## src/rtl/pipe_ctrl_pkg.sv

```systemverilog
// Shared scoreboard types, forwarding-select codes and the register-match helper
// for the pipeline hazard controller.
package pipe_ctrl_pkg;

   localparam int SB_RA_W = 5;

   localparam logic [1:0] FWD_RF  = 2'b00;
   localparam logic [1:0] FWD_WB  = 2'b01;
   localparam logic [1:0] FWD_MEM = 2'b10;

   typedef struct packed {
      logic               valid;
      logic               regwrite;
      logic               memread;
      logic [SB_RA_W-1:0] wreg;
      logic [SB_RA_W-1:0] rs;
      logic [SB_RA_W-1:0] rt;
   } sb_entry_t;

   localparam sb_entry_t SB_BUBBLE = '0;

   // $0 is hard-wired, so a write to it can never create a dependency.
   function automatic logic sb_writes(input sb_entry_t w, input logic [SB_RA_W-1:0] r);
      return w.valid && w.regwrite && (w.wreg != '0) && (w.wreg == r);
   endfunction

endpackage

```

## src/rtl/pipeline_hazard_ctrl_if.sv

```systemverilog
// ID-stage request / hazard-control response bundle between the pipeline
// datapath (master) and the hazard controller (slave).
interface pipeline_hazard_ctrl_if #(
   parameter int RA_W  = 5,
   parameter int CNT_W = 16
);
   logic            id_valid;
   logic [RA_W-1:0] id_rs;
   logic [RA_W-1:0] id_rt;
   logic            id_use_rs;
   logic            id_use_rt;
   logic [RA_W-1:0] id_wreg;
   logic            id_regwrite;
   logic            id_memread;
   logic            ex_redirect;

   logic             stall;
   logic             flush_ifid;
   logic             bubble_ex;
   logic [1:0]       fwd_a;
   logic [1:0]       fwd_b;
   logic [CNT_W-1:0] stall_cnt;
   logic [CNT_W-1:0] flush_cnt;

   modport master (
      output id_valid, id_rs, id_rt, id_use_rs, id_use_rt,
             id_wreg, id_regwrite, id_memread, ex_redirect,
      input  stall, flush_ifid, bubble_ex, fwd_a, fwd_b, stall_cnt, flush_cnt
   );

   modport slave (
      input  id_valid, id_rs, id_rt, id_use_rs, id_use_rt,
             id_wreg, id_regwrite, id_memread, ex_redirect,
      output stall, flush_ifid, bubble_ex, fwd_a, fwd_b, stall_cnt, flush_cnt
   );
endinterface

```

## src/rtl/hazard_sb_stage.sv

```systemverilog
// One scoreboard register shadowing an in-flight instruction; loads an
// all-invalid entry on reset or when a bubble is injected.
module hazard_sb_stage
   import pipe_ctrl_pkg::*;
(
   input  logic      clk,
   input  logic      reset,
   input  logic      bubble,
   input  sb_entry_t d,
   output sb_entry_t q
);

   always_ff @(posedge clk) begin
      if (reset || bubble) q <= SB_BUBBLE;
      else                 q <= d;
   end

endmodule

```

## src/rtl/pipeline_hazard_ctrl.sv

```systemverilog
// 5-stage MIPS hazard controller: EX/MEM/WB scoreboard, stall/flush/bubble,
// ALU forwarding selects and saturating counters. Option macro: PIPE_FORWARDING_EN.
module pipeline_hazard_ctrl
   import pipe_ctrl_pkg::*;
#(
   parameter int RA_W  = 5,
   parameter int CNT_W = 16
) (
   input logic                clk,
   input logic                reset,
   pipeline_hazard_ctrl_if.slave bus
);

   if (RA_W != SB_RA_W) begin : g_ra_w_check
      $error("RA_W must equal pipe_ctrl_pkg::SB_RA_W");
   end

   sb_entry_t        id_e, ex_q, mem_q, wb_q;
   logic             rs_hit, rt_hit, hazard, stall_c, bubble_c;
   logic [1:0]       fwd_a_c, fwd_b_c;
   logic [CNT_W-1:0] stall_cnt_q, flush_cnt_q;
   logic             unused_sb;

   always_comb begin
      id_e          = SB_BUBBLE;
      id_e.valid    = bus.id_valid;
      id_e.regwrite = bus.id_regwrite;
      id_e.memread  = bus.id_memread;
      id_e.wreg     = bus.id_wreg;
      id_e.rs       = bus.id_rs;
      id_e.rt       = bus.id_rt;
   end

   hazard_sb_stage u_sb_ex  (.clk(clk), .reset(reset), .bubble(bubble_c), .d(id_e),  .q(ex_q));
   hazard_sb_stage u_sb_mem (.clk(clk), .reset(reset), .bubble(1'b0),     .d(ex_q),  .q(mem_q));
   hazard_sb_stage u_sb_wb  (.clk(clk), .reset(reset), .bubble(1'b0),     .d(mem_q), .q(wb_q));

   // Not every scoreboard field feeds logic in every build.
   assign unused_sb = ^{ex_q, mem_q, wb_q};

   always_comb begin
`ifdef PIPE_FORWARDING_EN
      // Only a load in EX cannot be forwarded in time; MEM beats WB as the younger writer.
      rs_hit  = ex_q.memread && sb_writes(ex_q, bus.id_rs);
      rt_hit  = ex_q.memread && sb_writes(ex_q, bus.id_rt);
      fwd_a_c = sb_writes(mem_q, ex_q.rs) ? FWD_MEM :
                sb_writes(wb_q,  ex_q.rs) ? FWD_WB  : FWD_RF;
      fwd_b_c = sb_writes(mem_q, ex_q.rt) ? FWD_MEM :
                sb_writes(wb_q,  ex_q.rt) ? FWD_WB  : FWD_RF;
`else
      // Write-before-read RF covers WB; anything in EX or MEM must drain first.
      rs_hit  = sb_writes(ex_q, bus.id_rs) || sb_writes(mem_q, bus.id_rs);
      rt_hit  = sb_writes(ex_q, bus.id_rt) || sb_writes(mem_q, bus.id_rt);
      fwd_a_c = FWD_RF;
      fwd_b_c = FWD_RF;
`endif
      hazard   = bus.id_valid && ((bus.id_use_rs && rs_hit) || (bus.id_use_rt && rt_hit));
      stall_c  = hazard && !bus.ex_redirect;
      bubble_c = stall_c || bus.ex_redirect;
   end

   always_ff @(posedge clk) begin
      if (reset) begin
         stall_cnt_q <= '0;
         flush_cnt_q <= '0;
      end else begin
         if (stall_c && (stall_cnt_q != '1))         stall_cnt_q <= stall_cnt_q + CNT_W'(1);
         if (bus.ex_redirect && (flush_cnt_q != '1)) flush_cnt_q <= flush_cnt_q + CNT_W'(1);
      end
   end

   // Reset masks every output immediately, including counters mid-update.
   always_comb begin
      bus.stall      = 1'b0;
      bus.flush_ifid = 1'b0;
      bus.bubble_ex  = 1'b0;
      bus.fwd_a      = FWD_RF;
      bus.fwd_b      = FWD_RF;
      bus.stall_cnt  = '0;
      bus.flush_cnt  = '0;
      if (!reset) begin
         bus.stall      = stall_c;
         bus.flush_ifid = bus.ex_redirect;
         bus.bubble_ex  = bubble_c;
         bus.fwd_a      = fwd_a_c;
         bus.fwd_b      = fwd_b_c;
         bus.stall_cnt  = stall_cnt_q;
         bus.flush_cnt  = flush_cnt_q;
      end
   end

endmodule
```

## src/flat_wrapper.sv

```systemverilog
// flat-port wrapper written by rule: the top's interface ports become plain ports
module pipeline_hazard_ctrl_flat import pipe_ctrl_pkg::*;
#(
   parameter int RA_W  = 5,
   parameter int CNT_W = 16
)
  (clk, reset, bus_id_valid, bus_id_rs, bus_id_rt, bus_id_use_rs, bus_id_use_rt, bus_id_wreg, bus_id_regwrite, bus_id_memread, bus_ex_redirect, bus_stall, bus_flush_ifid, bus_bubble_ex, bus_fwd_a, bus_fwd_b, bus_stall_cnt, bus_flush_cnt);
  pipeline_hazard_ctrl_if #(.RA_W(RA_W), .CNT_W(CNT_W)) bus_i ();
  input logic clk;
  input logic reset;
  input wire logic [$bits(bus_i.id_valid)-1:0] bus_id_valid;
  input wire logic [$bits(bus_i.id_rs)-1:0] bus_id_rs;
  input wire logic [$bits(bus_i.id_rt)-1:0] bus_id_rt;
  input wire logic [$bits(bus_i.id_use_rs)-1:0] bus_id_use_rs;
  input wire logic [$bits(bus_i.id_use_rt)-1:0] bus_id_use_rt;
  input wire logic [$bits(bus_i.id_wreg)-1:0] bus_id_wreg;
  input wire logic [$bits(bus_i.id_regwrite)-1:0] bus_id_regwrite;
  input wire logic [$bits(bus_i.id_memread)-1:0] bus_id_memread;
  input wire logic [$bits(bus_i.ex_redirect)-1:0] bus_ex_redirect;
  output wire logic [$bits(bus_i.stall)-1:0] bus_stall;
  output wire logic [$bits(bus_i.flush_ifid)-1:0] bus_flush_ifid;
  output wire logic [$bits(bus_i.bubble_ex)-1:0] bus_bubble_ex;
  output wire logic [$bits(bus_i.fwd_a)-1:0] bus_fwd_a;
  output wire logic [$bits(bus_i.fwd_b)-1:0] bus_fwd_b;
  output wire logic [$bits(bus_i.stall_cnt)-1:0] bus_stall_cnt;
  output wire logic [$bits(bus_i.flush_cnt)-1:0] bus_flush_cnt;
  assign bus_i.id_valid = bus_id_valid;
  assign bus_i.id_rs = bus_id_rs;
  assign bus_i.id_rt = bus_id_rt;
  assign bus_i.id_use_rs = bus_id_use_rs;
  assign bus_i.id_use_rt = bus_id_use_rt;
  assign bus_i.id_wreg = bus_id_wreg;
  assign bus_i.id_regwrite = bus_id_regwrite;
  assign bus_i.id_memread = bus_id_memread;
  assign bus_i.ex_redirect = bus_ex_redirect;
  assign bus_stall = bus_i.stall;
  assign bus_flush_ifid = bus_i.flush_ifid;
  assign bus_bubble_ex = bus_i.bubble_ex;
  assign bus_fwd_a = bus_i.fwd_a;
  assign bus_fwd_b = bus_i.fwd_b;
  assign bus_stall_cnt = bus_i.stall_cnt;
  assign bus_flush_cnt = bus_i.flush_cnt;
  pipeline_hazard_ctrl #(.RA_W(RA_W), .CNT_W(CNT_W)) u_core (.clk(clk), .reset(reset), .bus(bus_i));
endmodule
```

## config.mk

```make
export PLATFORM = sky130hd
export DESIGN_NAME = pipeline_hazard_ctrl_flat
export DESIGN_NICKNAME = d
export VERILOG_FILES = /design/src/rtl/pipe_ctrl_pkg.sv /design/src/rtl/pipeline_hazard_ctrl_if.sv /design/src/rtl/hazard_sb_stage.sv /design/src/rtl/pipeline_hazard_ctrl.sv /design/src/flat_wrapper.sv
export SDC_FILE = /design/constraint.sdc
export NUM_CORES = 1
export LEC_CHECK = 0
export BUFFER_PORTS_ARGS = -buffer_cell sky130_fd_sc_hd__buf_2
export CAP_MARGIN = 15
export CORE_MARGIN = 4
export CORE_UTILIZATION = 30
export CTS_CLUSTER_DIAMETER = 200
export CTS_CLUSTER_SIZE = 25
export DETAILED_ROUTE_END_ITERATION = 12
export PLACE_DENSITY = 0.57
export SYNTH_ARGS = -nofsm -noshare
export SYNTH_HDL_FRONTEND = slang
export SYNTH_HIERARCHICAL = 1
export SYNTH_SLANG_ARGS = --single-unit
```

## constraint.sdc

```tcl
create_clock -name clk -period 2 [get_ports clk]
set_input_delay 0 -clock clk [delete_from_list [all_inputs] [get_ports clk]]
set_output_delay 0 -clock clk [all_outputs]
set_load 0.05 [all_outputs]
```

==> metrics.log, run 1 <==
[metrics] result of the run: finished, violations left
[metrics] failing checks: setup timing
[metrics] count of placed standard cells in the final layout, fillers left out: 510
[metrics] routed wire length per instance: 14.4 um
[metrics] overall fraction of global-route tracks in use: 13.9%
[metrics] delay contributed by the slowest stage of the critical path: 450 ps
[metrics] unrepaired setup endpoints after global routing: yes
[metrics] filler cell count in the final layout: 798
[metrics] largest net degree at the start of global routing: 41
[metrics] total of buffers placed on input and output ports: 56
[metrics] largest fanout on the critical path: 6
[metrics] number of H-tree levels: 2
[metrics] summed area of non-filler cells in the final layout: 0.00373 mm2
[metrics] number of violations of the max-capacitance limit: 0
[metrics] Final WS setup: -333 ps
[metrics] tightest slew margin relative to the limit: 52.9%
[metrics] drt total wl: 7340 um
[metrics] kind of end point of the critical path: flop
[metrics] setup slack on the worst flop-to-flop path: -330 ps
[metrics] area after detailed placement: 0.00309 mm2
[metrics] CP Launch Point: u_core/u_sb_ex/q[14]
[metrics] sequential power share: 53.3%
[metrics] switching component of the power: 0.473 mW
[metrics] gate count of the mapped netlist: 302
[metrics] Core Region: 0.00830 mm2
[metrics] most frequent cells in the layout: buf_2, dfxtp_1, buf_4
[metrics] static leakage: 1.60 nW
[metrics] switching power share of the total: 26.8%
[metrics] startpoint types: flop
[metrics] worst hold slack after final layout: 45.4 ps
[metrics] Syn Area/Cell: 8.60 um2
[metrics] final-report max-slew violation count: 0
[metrics] fraction of layout cells with a size suffix above 1: 40.2%
[metrics] cells along the critical path: buf_6 > xor2_2 > nor4_2 > nand4_1 > a2111oi_4 > nor2_4 > buf_6 > or3_4 > a21oi_2
[metrics] cell type of the slowest stage on the worst timing path: a2111oi_4
[metrics] share of the cycle needed by the critical path after routing: 117%
[metrics] Root Buffer Master: clkbuf_8
[metrics] post-route antenna net violation count: 0
[metrics] final weighted congestion of routability-driven global placement: 0.808
[metrics] number of top-level design ports: 62
[metrics] most repeated library cell on the critical path: buf_6
[metrics] clk slew on worst S/H paths: 90 ps
[metrics] Largest delay share family, worst path: simple AND/OR/NAND/NOR gates
[metrics] aggregate global routing overflow: 0
[metrics] detailed router's first-iteration violation count: 90
[metrics] Critical R2R Capture: u_core/stall_cnt_q[7]
[metrics] crit path capture: u_core/stall_cnt_q[7]
[metrics] number of antenna violations at the first check in global routing: 0
[metrics] Worst Skew: 14.8 ps
[metrics] worst vdd ir: 0.000250 V
[metrics] synthesis-to-finish area growth: 43.7%
[metrics] actual slew at the worst max-slew pin: 707 ps
[metrics] buffers plus inverters on the worst setup path: 2
[metrics] number of sinks handled by clock tree synthesis: 46
[metrics] # placed instances: 477
[metrics] startpoint of the most critical register-to-register path: u_core/u_sb_ex/q[14]
[metrics] number of detailed-route iterations in the first pass: 4
[metrics] Die H: 101 um
[metrics] net total in the final layout: 429
[metrics] number of antenna repair diodes: 0
[metrics] relative contribution of combinational cells to total power: 12.6%
[metrics] Total Power: 1.77 mW
[metrics] total count of hold-check failures in the final report: 0
[metrics] TritonCTS clock tree: done
[metrics] worst-case reg-to-reg path depth: 9
[metrics] Post-DP HPWL: 4820 um
[metrics] first-pass GRT wire length: 11,400 um
[metrics] count of cell instances traversed by the critical path: 9
[metrics] number of warnings printed during yosys synthesis: 6
[metrics] clock network latency to the later pin of the worst-skew pair: 300 ps
[metrics] worst slack at placement: -302 ps
[metrics] highest clock frequency the design can meet: 0.429 GHz
[metrics] final count of negative-setup-slack endpoints: 25
[metrics] CTS buffer count: 5
[metrics] internal power of the cells: 1.29 mW
[metrics] Worst Path Required: 2240 ps
[metrics] CTS Buffer Depth: 2
[metrics] total power divided by cell area: 473 mW/mm2
[metrics] most frequent standard cell in the layout excluding fill and tap cells: buf_2
[metrics] Initial Utilization: 31.3%
[metrics] category of the most critical setup path: reg2reg
[metrics] Post-route DRC: 0
[metrics] final core utilization: 45.0%
[metrics] type of the worst min-delay path: in2reg
[metrics] Total Die Area: 0.0102 mm2
[metrics] via/cell ratio: 4.96
[metrics] Tmin final: 2330 ps
[metrics] part of the power in the clock network: 34.1%
[metrics] final sum of negative setup slack: -5210 ps
[metrics] Die Width: 101 um
[metrics] standard-cell rows: 33
[metrics] cell area after synthesis: 0.00260 mm2
[metrics] via count of the first global-routing pass: 2,471
[metrics] Worst Path Arrival: 2570 ps
[metrics] total number of vias: 2,529
[power groups by stage]
stage	Clock [mW]	Sequential [mW]	Combinational [mW]
2_1_floorplan	0	0.959	0.140
6_report	0.602	0.941	0.222
3_5_place_dp	0	0.962	0.175
4_1_cts	0.623	0.941	0.200
5_1_grt	0.654	0.943	0.238
3_3_place_gp	0	0.961	0.174
[metal layers]
layer	share of wire, %	up-vias	wire length, um	track usage [%]
li1	-	1242	-	-
met2	52	67	3800	24.4
met1	41	1202	3010	16.4
met3	4.4	18	325	2.98
met4	2.8	0	209	5.62
met5	0	-	0	0
[repair_timing]
item / CTS / global route
endpoints found under the hold margin: 6 / 0
resized for setup: 37 / 34
buffers inserted: 28 / 8
hold buffers: 6 / 0
setup endpoints to repair: 23 / 29
pin swaps: 35 / 32
gates cloned: 2 / 0
[worst reg2reg max path, stage by stage (launching register included)]
cell       delay [ps]
dfxtp_4           370
buf_6             120
xor2_2            140
nor4_2            210
nand4_1           220
a2111oi_4         450
nor2_4            110
buf_6             150
or3_4             380
a21oi_2           130
[how the worst min path moves through the flow]
stage	from	slack [ps]	depth (start not counted)	end
after global routing	bus_id_valid	40	2	u_core/u_sb_ex/q[17]
after floorplan	bus_id_wreg[0]	160	1	u_core/u_sb_ex/q[10]
after detailed placement	bus_id_wreg[0]	250	2	u_core/u_sb_ex/q[10]
final	bus_id_valid	50	2	u_core/u_sb_ex/q[17]
after CTS	bus_id_valid	20	2	u_core/u_sb_ex/q[17]
after global placement	bus_id_wreg[0]	250	2	u_core/u_sb_ex/q[10]
[sequential cells by signal, summed over array words and instances, names as in the netlist]
name                count
u_core/stall_cnt_q     16
u_core/u_sb_mem/q       7
u_core/u_sb_ex/q        7
u_core/flush_cnt_q     16
[cell type report]
cell class | count | area [um2] | area share (%)
Inverter | 4 | 15.0 | 0.402
Clock inverter | 2 | 12.5 | 0.335
Timing Repair Buffer | 113 | 827 | 22.2
Tap cell | 105 | 131 | 3.52
Multi-Input combinational cell | 234 | 1730 | 46.4
Sequential cell | 46 | 931 | 24.9
Clock buffer | 6 | 82.6 | 2.21
Note: power is estimated with default switching activity, not from simulation.
==> run 2, diff against run 1 <==
--- a/config.mk
+++ b/config.mk
@@ -8,11 +8,11 @@
 export BUFFER_PORTS_ARGS = -buffer_cell sky130_fd_sc_hd__buf_2
 export CAP_MARGIN = 15
 export CORE_MARGIN = 4
-export CORE_UTILIZATION = 30
+export CORE_UTILIZATION = 51
 export CTS_CLUSTER_DIAMETER = 200
 export CTS_CLUSTER_SIZE = 25
 export DETAILED_ROUTE_END_ITERATION = 12
-export PLACE_DENSITY = 0.57
+export PLACE_DENSITY = 0.84
 export SYNTH_ARGS = -nofsm -noshare
 export SYNTH_HDL_FRONTEND = slang
 export SYNTH_HIERARCHICAL = 1
==> run 2 against run 1 <==
The flow still finishes with violations (setup timing). Clock skew decreased by 4.8 ps. Critical path depth decreased by 1. Fmax increased by 3.1%. Cell count decreased by 10%. Power increased by 2.5%. Count of clock-buffer cells in the layout increased by 1. Sequential share of layout area increased by 2.9 points. Sequential power about the same. Global-route usage increased by 6.7 points. Setup slack improved by 70 ps. Routed wire length decreased by 15%. Sequential cell count unchanged.
==> metrics.log, run 2 (synthesis gave the netlist of run 1 again) <==
[metrics] synthesis-to-finish area growth: 28.0% (was 43.7%)
[metrics] drt total wl: 6210 um (was 7340 um)
[metrics] clock network latency to the later pin of the worst-skew pair: 300 ps (about the same)
[metrics] area after detailed placement: 0.00305 mm2 (was 0.00309 mm2)
[metrics] Post-DP HPWL: 4500 um (was 4820 um)
[metrics] static leakage: 1.47 nW (was 1.60 nW)
[metrics] Critical R2R Capture: u_core/stall_cnt_q[9] (was u_core/stall_cnt_q[7])
[metrics] Total Die Area: 0.00630 mm2 (was 0.0102 mm2)
[metrics] first-pass GRT wire length: 10,300 um (was 11,400 um)
[metrics] TritonCTS clock tree: done (unchanged)
[metrics] kind of end point of the critical path: output port (was flop)
[metrics] CTS Buffer Depth: 2 (unchanged)
[metrics] total count of hold-check failures in the final report: 0 (unchanged)
[metrics] start point of the worst hold path: bus_id_valid (unchanged)
[metrics] most frequent standard cell in the layout excluding fill and tap cells: buf_2 (unchanged)
[metrics] setup slack on the worst flop-to-flop path: -250 ps (was -330 ps)
[metrics] post-route antenna net violation count: 0 (unchanged)
[metrics] share of the cycle needed by the critical path after routing: 113% (was 117%)
[metrics] number of antenna violations at the first check in global routing: 0 (unchanged)
[metrics] worst slack at placement: -197 ps (was -302 ps)
[metrics] clk slew on worst S/H paths: 80 ps (was 90 ps)
[metrics] Die Width: 79.4 um (was 101 um)
[metrics] most frequent cells in the layout: buf_2, dfxtp_1, buf_4 (unchanged)
[metrics] Core Region: 0.00482 mm2 (was 0.00830 mm2)
[metrics] Die H: 79.4 um (was 101 um)
[metrics] largest registers ranked by flip-flop count: u_core/flush_cnt_q: 16 flops, u_core/stall_cnt_q: 16 flops (unchanged)
[metrics] total number of vias: 2,410 (was 2,529)
[metrics] result of the run: finished, violations left (unchanged)
[metrics] Worst Path Arrival: 2260 ps (was 2570 ps)
[metrics] fraction of layout cells with a size suffix above 1: 31.5% (was 40.2%)
[metrics] Worst Skew: 10.0 ps (was 14.8 ps)
[metrics] filler cell count in the final layout: 395 (was 798)
[metrics] highest clock frequency the design can meet: 0.442 GHz (was 0.429 GHz)
[metrics] CTS buffer count: 5 (unchanged)
[metrics] number of antenna repair diodes: 0 (unchanged)
[metrics] Tmin final: 2260 ps (was 2330 ps)
[metrics] Initial Utilization: 53.9% (was 31.3%)
[metrics] number of H-tree levels: 2 (unchanged)
[metrics] number of violations of the max-capacitance limit: 0 (unchanged)
[metrics] worst-case hold path end point: u_core/u_sb_ex/q[17] (unchanged)
[metrics] final count of negative-setup-slack endpoints: 24 (was 25)
[metrics] failing checks: setup timing (unchanged)
[metrics] worst-case reg-to-reg path depth: 8 (was 9)
[metrics] Post-route DRC: 0 (unchanged)
[metrics] Worst Hold Depth: 2 (unchanged)
[metrics] actual slew at the worst max-slew pin: 640 ps (was 707 ps)
[metrics] startpoint types: flop (unchanged)
[metrics] Root Buffer Master: clkbuf_8 (unchanged)
[metrics] routed wire length per instance: 13.6 um (was 14.4 um)
[metrics] Worst Path Required: 2000 ps (was 2240 ps)
[metrics] startpoint of the most critical register-to-register path: u_core/u_sb_ex/q[12] (was u_core/u_sb_ex/q[14])
[metrics] total power divided by cell area: 544 mW/mm2 (was 473 mW/mm2)
[metrics] worst vdd ir: 0.000420 V (was 0.000250 V)
[metrics] largest net degree at the start of global routing: 42 (was 41)
[metrics] type of the worst min-delay path: in2reg (unchanged)
[metrics] tightest slew margin relative to the limit: 57.3% (was 52.9%)
[metrics] final sum of negative setup slack: -3340 ps (was -5210 ps)
[metrics] number of sinks handled by clock tree synthesis: 46 (unchanged)
[metrics] worst hold slack after final layout: 19.3 ps (was 45.4 ps)
[metrics] number of detailed-route iterations in the first pass: 4 (unchanged)
[metrics] standard-cell rows: 25 (was 33)
[metrics] via/cell ratio: 5.27 (was 4.96)
[metrics] via count of the first global-routing pass: 2,317 (was 2,471)
[metrics] number of top-level design ports: 62 (unchanged)
[metrics] largest fanout on the critical path: 3 (was 6)
[metrics] net total in the final layout: 414 (was 429)
[metrics] final-report max-slew violation count: 0 (unchanged)
[metrics] final weighted congestion of routability-driven global placement: 0.847 (was 0.808)
[metrics] detailed router's first-iteration violation count: 114 (was 90)
[metrics] total of buffers placed on input and output ports: 56 (unchanged)
[metrics] summed area of non-filler cells in the final layout: 0.00332 mm2 (was 0.00373 mm2)
[metrics] overall fraction of global-route tracks in use: 20.6% (was 13.9%)
[metrics] unrepaired setup endpoints after global routing: yes (unchanged)
[metrics] Final WS setup: -263 ps (was -333 ps)
[metrics] aggregate global routing overflow: 0 (unchanged)
[metrics] category of the most critical setup path: reg2out (was reg2reg)
## run 2: changes by cell type in the layout (fill, tap and decap cells not counted), sizes merged
cell	change
buf	-13
bufbuf	-1
bufinv	+1
clkbuf	+1
clkinv	-1
clkinvlp	-1
nor2	-1
## run 2: area by class of cell
| class | instances | area (um2) | share of cell area [%] |
|---|---|---|---|
| Clock buffer | 7 | 76.3 | 2.30 |
| Inverter | 4 | 15.0 | 0.452 |
| Tap cell | 67 | 83.8 | 2.52 |
| Multi-Input combinational cell | 233 | 1550 | 46.5 |
| Timing Repair Buffer | 99 | 647 | 19.5 |
| Clock inverter | 1 | 30.0 | 0.904 |
| Sequential cell | 46 | 925 | 27.8 |
## run 2: through the flow
| step | total power, mW | std cells | util [%] |
|---|---|---|---|
| 6_report | 1.81 | 457 | 69.0 |
| 5_1_grt | 1.88 | 457 | 69.0 |
| 4_1_cts | 1.81 | 457 | 67.8 |
| 3_5_place_dp | 1.13 | 439 | 63.2 |
| 3_3_place_gp | 1.13 | 439 | 63.2 |
| 2_1_floorplan | 1.10 | 306 | - |
## run 2: critical path: stages, from the launching register on
cell and delay (ps):
dfxtp_2 330, or3_1 380, o311a_1 310, nand4_1 140, nand2_1 100, a31o_2 230
nand2b_4 150, nor2b_1 150, buf_6 160
## run 2: layer usage
layer / vias to the layer above / wire, um / GRT usage [%]
met2: 80 / 3110 / 36.6
li1: 1210 / - / -
met4: 0 / 91 / 6.53
met3: 10 / 437 / 4.31
met5: - / 0 / 0
met1: 1110 / 2570 / 24.6
## run 2: power breakdown
| part | switching (mW) | internal (mW) |
|---|---|---|
| registers | 0.0136 | 0.928 |
| logic | 0.118 | 0.0742 |
| clock network | 0.301 | 0.374 |
| total | 0.432 | 1.38 |
## run 2: how the worst max path moves through the flow
| stage | depth (start not counted) | from | to | slack, ps |
|---|---|---|---|---|
| after floorplan | 8 | u_core/u_sb_ex/q[11] | u_core/stall_cnt_q[8] | -6 |
| after global placement | 8 | u_core/u_sb_ex/q[14] | u_core/stall_cnt_q[4] | -120 |
| after detailed placement | 8 | u_core/u_sb_ex/q[14] | u_core/stall_cnt_q[9] | -200 |
| after CTS | 8 | u_core/u_sb_mem/q[10] | bus_bubble_ex | -230 |
| after global routing | 8 | u_core/u_sb_ex/q[12] | u_core/stall_cnt_q[3] | -380 |
| final | 8 | u_core/u_sb_mem/q[10] | bus_bubble_ex | -260 |
## run 2: timing repair
item                                    CTS  global route
endpoints found under the setup margin   23            25
resized for setup                         8            12
hold buffers                              6             0
pin swaps                                 2            11
hold endpoints to repair                  6             0
setup buffers                             4             1
==> run 3, diff against run 2 <==
--- a/config.mk
+++ b/config.mk
@@ -5,10 +5,11 @@
 export SDC_FILE = /design/constraint.sdc
 export NUM_CORES = 1
 export LEC_CHECK = 0
+export ABC_AREA = 0
 export BUFFER_PORTS_ARGS = -buffer_cell sky130_fd_sc_hd__buf_2
 export CAP_MARGIN = 15
 export CORE_MARGIN = 4
-export CORE_UTILIZATION = 51
+export CORE_UTILIZATION = 60
 export CTS_CLUSTER_DIAMETER = 200
 export CTS_CLUSTER_SIZE = 25
 export DETAILED_ROUTE_END_ITERATION = 12
==> constraint.sdc (replaced) <==
create_clock -name clk -period 2.7 [get_ports clk]
set_input_delay 0 -clock clk [delete_from_list [all_inputs] [get_ports clk]]
set_output_delay 0 -clock clk [all_outputs]
set_load 0.05 [all_outputs]
==> run 3 against run 2 <==
The run now ends clean. Clock power fell by 26%. Setup slack improved by 380 ps. Sequential power fell by 26%. Critical path type unchanged. Highest routed layer unchanged.
==> metrics.log, run 3 (synthesis gave the netlist of run 1 again) <==
[metrics] result of the run: complete, no violations (was finished, violations left)
[metrics] cells along the critical path: or3_1 > o311a_1 > nand4_1 > nand2_1 > a31o_2 > nand2b_1 > nor2b_1 > buf_2 (was or3_1 > o311a_1 > nand4_1 > nand2_1 > a31o_2 > nand2b_4 > nor2b_1 > buf_6)
[metrics] number of top-level design ports: 62 (unchanged)
[metrics] delay contributed by the slowest stage of the critical path: 410 ps (was 380 ps)
[metrics] category of the most critical setup path: reg2out (unchanged)
[metrics] Initial Utilization: 63.5% (was 53.9%)
[metrics] clk slew on worst S/H paths: 80 ps (about the same)
[metrics] kind of end point of the critical path: output port (unchanged)
[metrics] Total Die Area: 0.00544 mm2 (was 0.00630 mm2)
[metrics] CTS Buffer Depth: 2 (unchanged)
[metrics] number of violations of the max-capacitance limit: 0 (unchanged)
[metrics] Worst Path Required: 2700 ps (was 2000 ps)
[metrics] startpoint types: flop (unchanged)
[metrics] share of the cycle needed by the critical path after routing: 95.7%
[metrics] first-pass GRT wire length: 8850 um (was 10,300 um)
[metrics] Worst Path Arrival: 2580 ps (was 2260 ps)
[metrics] met2 track utilization from global routing: 33.1% (was 36.6%)
[metrics] actual slew at the worst max-slew pin: 1100 ps (was 640 ps)
[metrics] largest net degree at the start of global routing: 69 (was 42)
[metrics] via/cell ratio: 5.54 (was 5.27)
[metrics] buffers plus inverters on the worst setup path: 1 (unchanged)
[metrics] met1 track demand over resource: 26.5% (was 24.6%)
[metrics] Total Power: 1.32 mW (was 1.81 mW)
[metrics] number of antenna repair diodes: 0 (unchanged)
[metrics] CTS buffer count: 5 (unchanged)
[metrics] post-route antenna net violation count: 0 (unchanged)
[metrics] most frequent standard cell in the layout excluding fill and tap cells: buf_2 (unchanged)
[metrics] clock network latency to the later pin of the worst-skew pair: 290 ps (was 300 ps)
[metrics] final weighted congestion of routability-driven global placement: 0.891 (was 0.847)
[metrics] tightest slew margin relative to the limit: 26.9% (was 57.3%)
[metrics] count of placed standard cells in the final layout, fillers left out: 406 (was 457)
[metrics] unrepaired setup endpoints after global routing: no (was yes)
[metrics] largest fanout on the critical path: 8 (was 3)
[metrics] Tmin final: 2580 ps
[metrics] total of buffers placed on input and output ports: 56 (unchanged)
[metrics] Post-route DRC: 0 (unchanged)
[metrics] static leakage: 1.27 nW (was 1.47 nW)
[metrics] total count of hold-check failures in the final report: 0 (unchanged)
[metrics] TritonCTS clock tree: done (unchanged)
[metrics] drt total wl: 5410 um (was 6210 um)
[metrics] synthesis-to-finish area growth: 13.9% (was 28.0%)
[metrics] Root Buffer Master: clkbuf_8 (unchanged)
[metrics] detailed router's first-iteration violation count: 91 (was 114)
[metrics] routed wire length per instance: 13.3 um (was 13.6 um)
[metrics] Post-DP HPWL: 3840 um (was 4500 um)
[metrics] final-report max-slew violation count: 0 (unchanged)
[metrics] Core Region: 0.00409 mm2 (was 0.00482 mm2)
[metrics] Die H: 73.8 um (was 79.4 um)
[metrics] aggregate global routing overflow: 0 (unchanged)
[metrics] number of sinks handled by clock tree synthesis: 46 (unchanged)
[metrics] standard-cell rows: 23 (was 25)
[metrics] final count of negative-setup-slack endpoints: 0 (was 24)
[metrics] type of the worst min-delay path: in2reg (unchanged)
[metrics] overall fraction of global-route tracks in use: 20.6% (about the same)
[metrics] Storage cell area: 921 um2 (was 925 um2)
[metrics] net total in the final layout: 380 (was 414)
[metrics] number of detailed-route iterations in the first pass: 4 (unchanged)
[metrics] total number of vias: 2,251 (was 2,410)
[metrics] via count of the first global-routing pass: 2,041 (was 2,317)
[metrics] largest registers ranked by flip-flop count: u_core/flush_cnt_q: 16 flops, u_core/stall_cnt_q: 16 flops (unchanged)
[metrics] most frequent cells in the layout: buf_2, dfxtp_1, nor2b_1 (was buf_2, dfxtp_1, buf_4)
[metrics] total area of multi-input combinational cells: 0.00149 mm2 (was 0.00155 mm2)
[metrics] final sum of negative setup slack: 0 ps (was -3340 ps)
[metrics] number of H-tree levels: 2 (unchanged)
[metrics] worst vdd ir: 0.000321 V (was 0.000420 V)
[metrics] Die Width: 73.8 um (was 79.4 um)
[metrics] fraction of layout cells with a size suffix above 1: 21.9% (was 31.5%)
[metrics] # placed instances: 392 (was 439)
[metrics] global-route track usage on met3: 4.65% (was 4.31%)
[metrics] number of antenna violations at the first check in global routing: 0 (unchanged)
[metrics] highest clock frequency the design can meet: 0.387 GHz
[metrics] most utilized layer in the global route result: met2 (unchanged)
[metrics] cell type of the slowest stage on the worst timing path: or3_1 (unchanged)
[metrics] filler cell count in the final layout: 337 (was 395)
[metrics] Largest delay share family, worst path: simple AND/OR/NAND/NOR gates (unchanged)
[metrics] worst hold slack after final layout: 14.8 ps (was 19.3 ps)
[metrics] Worst Skew: 4.81 ps (was 10.0 ps)
[metrics] total power divided by cell area: 446 mW/mm2 (was 544 mW/mm2)
[run 3: changes by cell type in the layout (fill, tap and decap cells not counted), moves of 2 or more]
cell      previous run  this run
a21oi_1              7         9
a21oi_2              2         0
buf_2               54        56
buf_4               35         3
buf_6                3         0
clkbuf_1             2         0
clkinv_2             0         2
dfxtp_1             43        46
dfxtp_2              3         0
nor3b_1              6        11
nor3b_2              9         4
[run 3: per-stage QoR]
stage	setup WS, ps	utilization [%]	cell area (um2)
after CTS	120	72.1	2950
after global placement	354	68.2	2790
after global routing	5.12	72.4	2960
after detailed placement	316	68.2	2790
final	117	72.4	2960
after floorplan	652	-	2610
[run 3: report_power, final]
group | switching, mW | leakage [nW] | internal (mW)
logic | 0.0794 | 0.842 | 0.0461
registers | 0.0100 | 0.372 | 0.687
clock network | 0.225 | 0.0579 | 0.272
total | 0.314 | 1.27 | 1.01
[run 3: what timing repair did]
item                      4_1_cts  5_1_grt
setup buffers                   0        0
hold buffers                    5        1
resized for setup               0        0
hold endpoints to repair        5        1
[run 3: final cells by class]
class	count	share of cell area (%)
Multi-Input combinational cell	233	50.3
Sequential cell	46	31.1
Timing Repair Buffer	65	12.3
Clock buffer	5	2.33
Tap cell	50	2.12
Clock inverter	3	1.35
Inverter	4	0.508
[run 3: worst paths after layout]
path	startpoint	endpoint	slack, ps	cells after the start
worst max-delay path	u_core/u_sb_mem/q[10]	bus_bubble_ex	120	8
worst min-delay path	bus_id_valid	u_core/u_sb_ex/q[17]	10	2
worst max register to register	u_core/u_sb_mem/q[10]	u_core/stall_cnt_q[1]	280	8
worst min register to register	u_core/u_sb_ex/q[17]	u_core/u_sb_mem/q[17]	480	1
[run 3: routing by layer]
layer,part of all wire [%],vias up
met5,0,-
met4,1.8,0
met3,7.0,9
met2,47,70
met1,44,1027
li1,-,1145
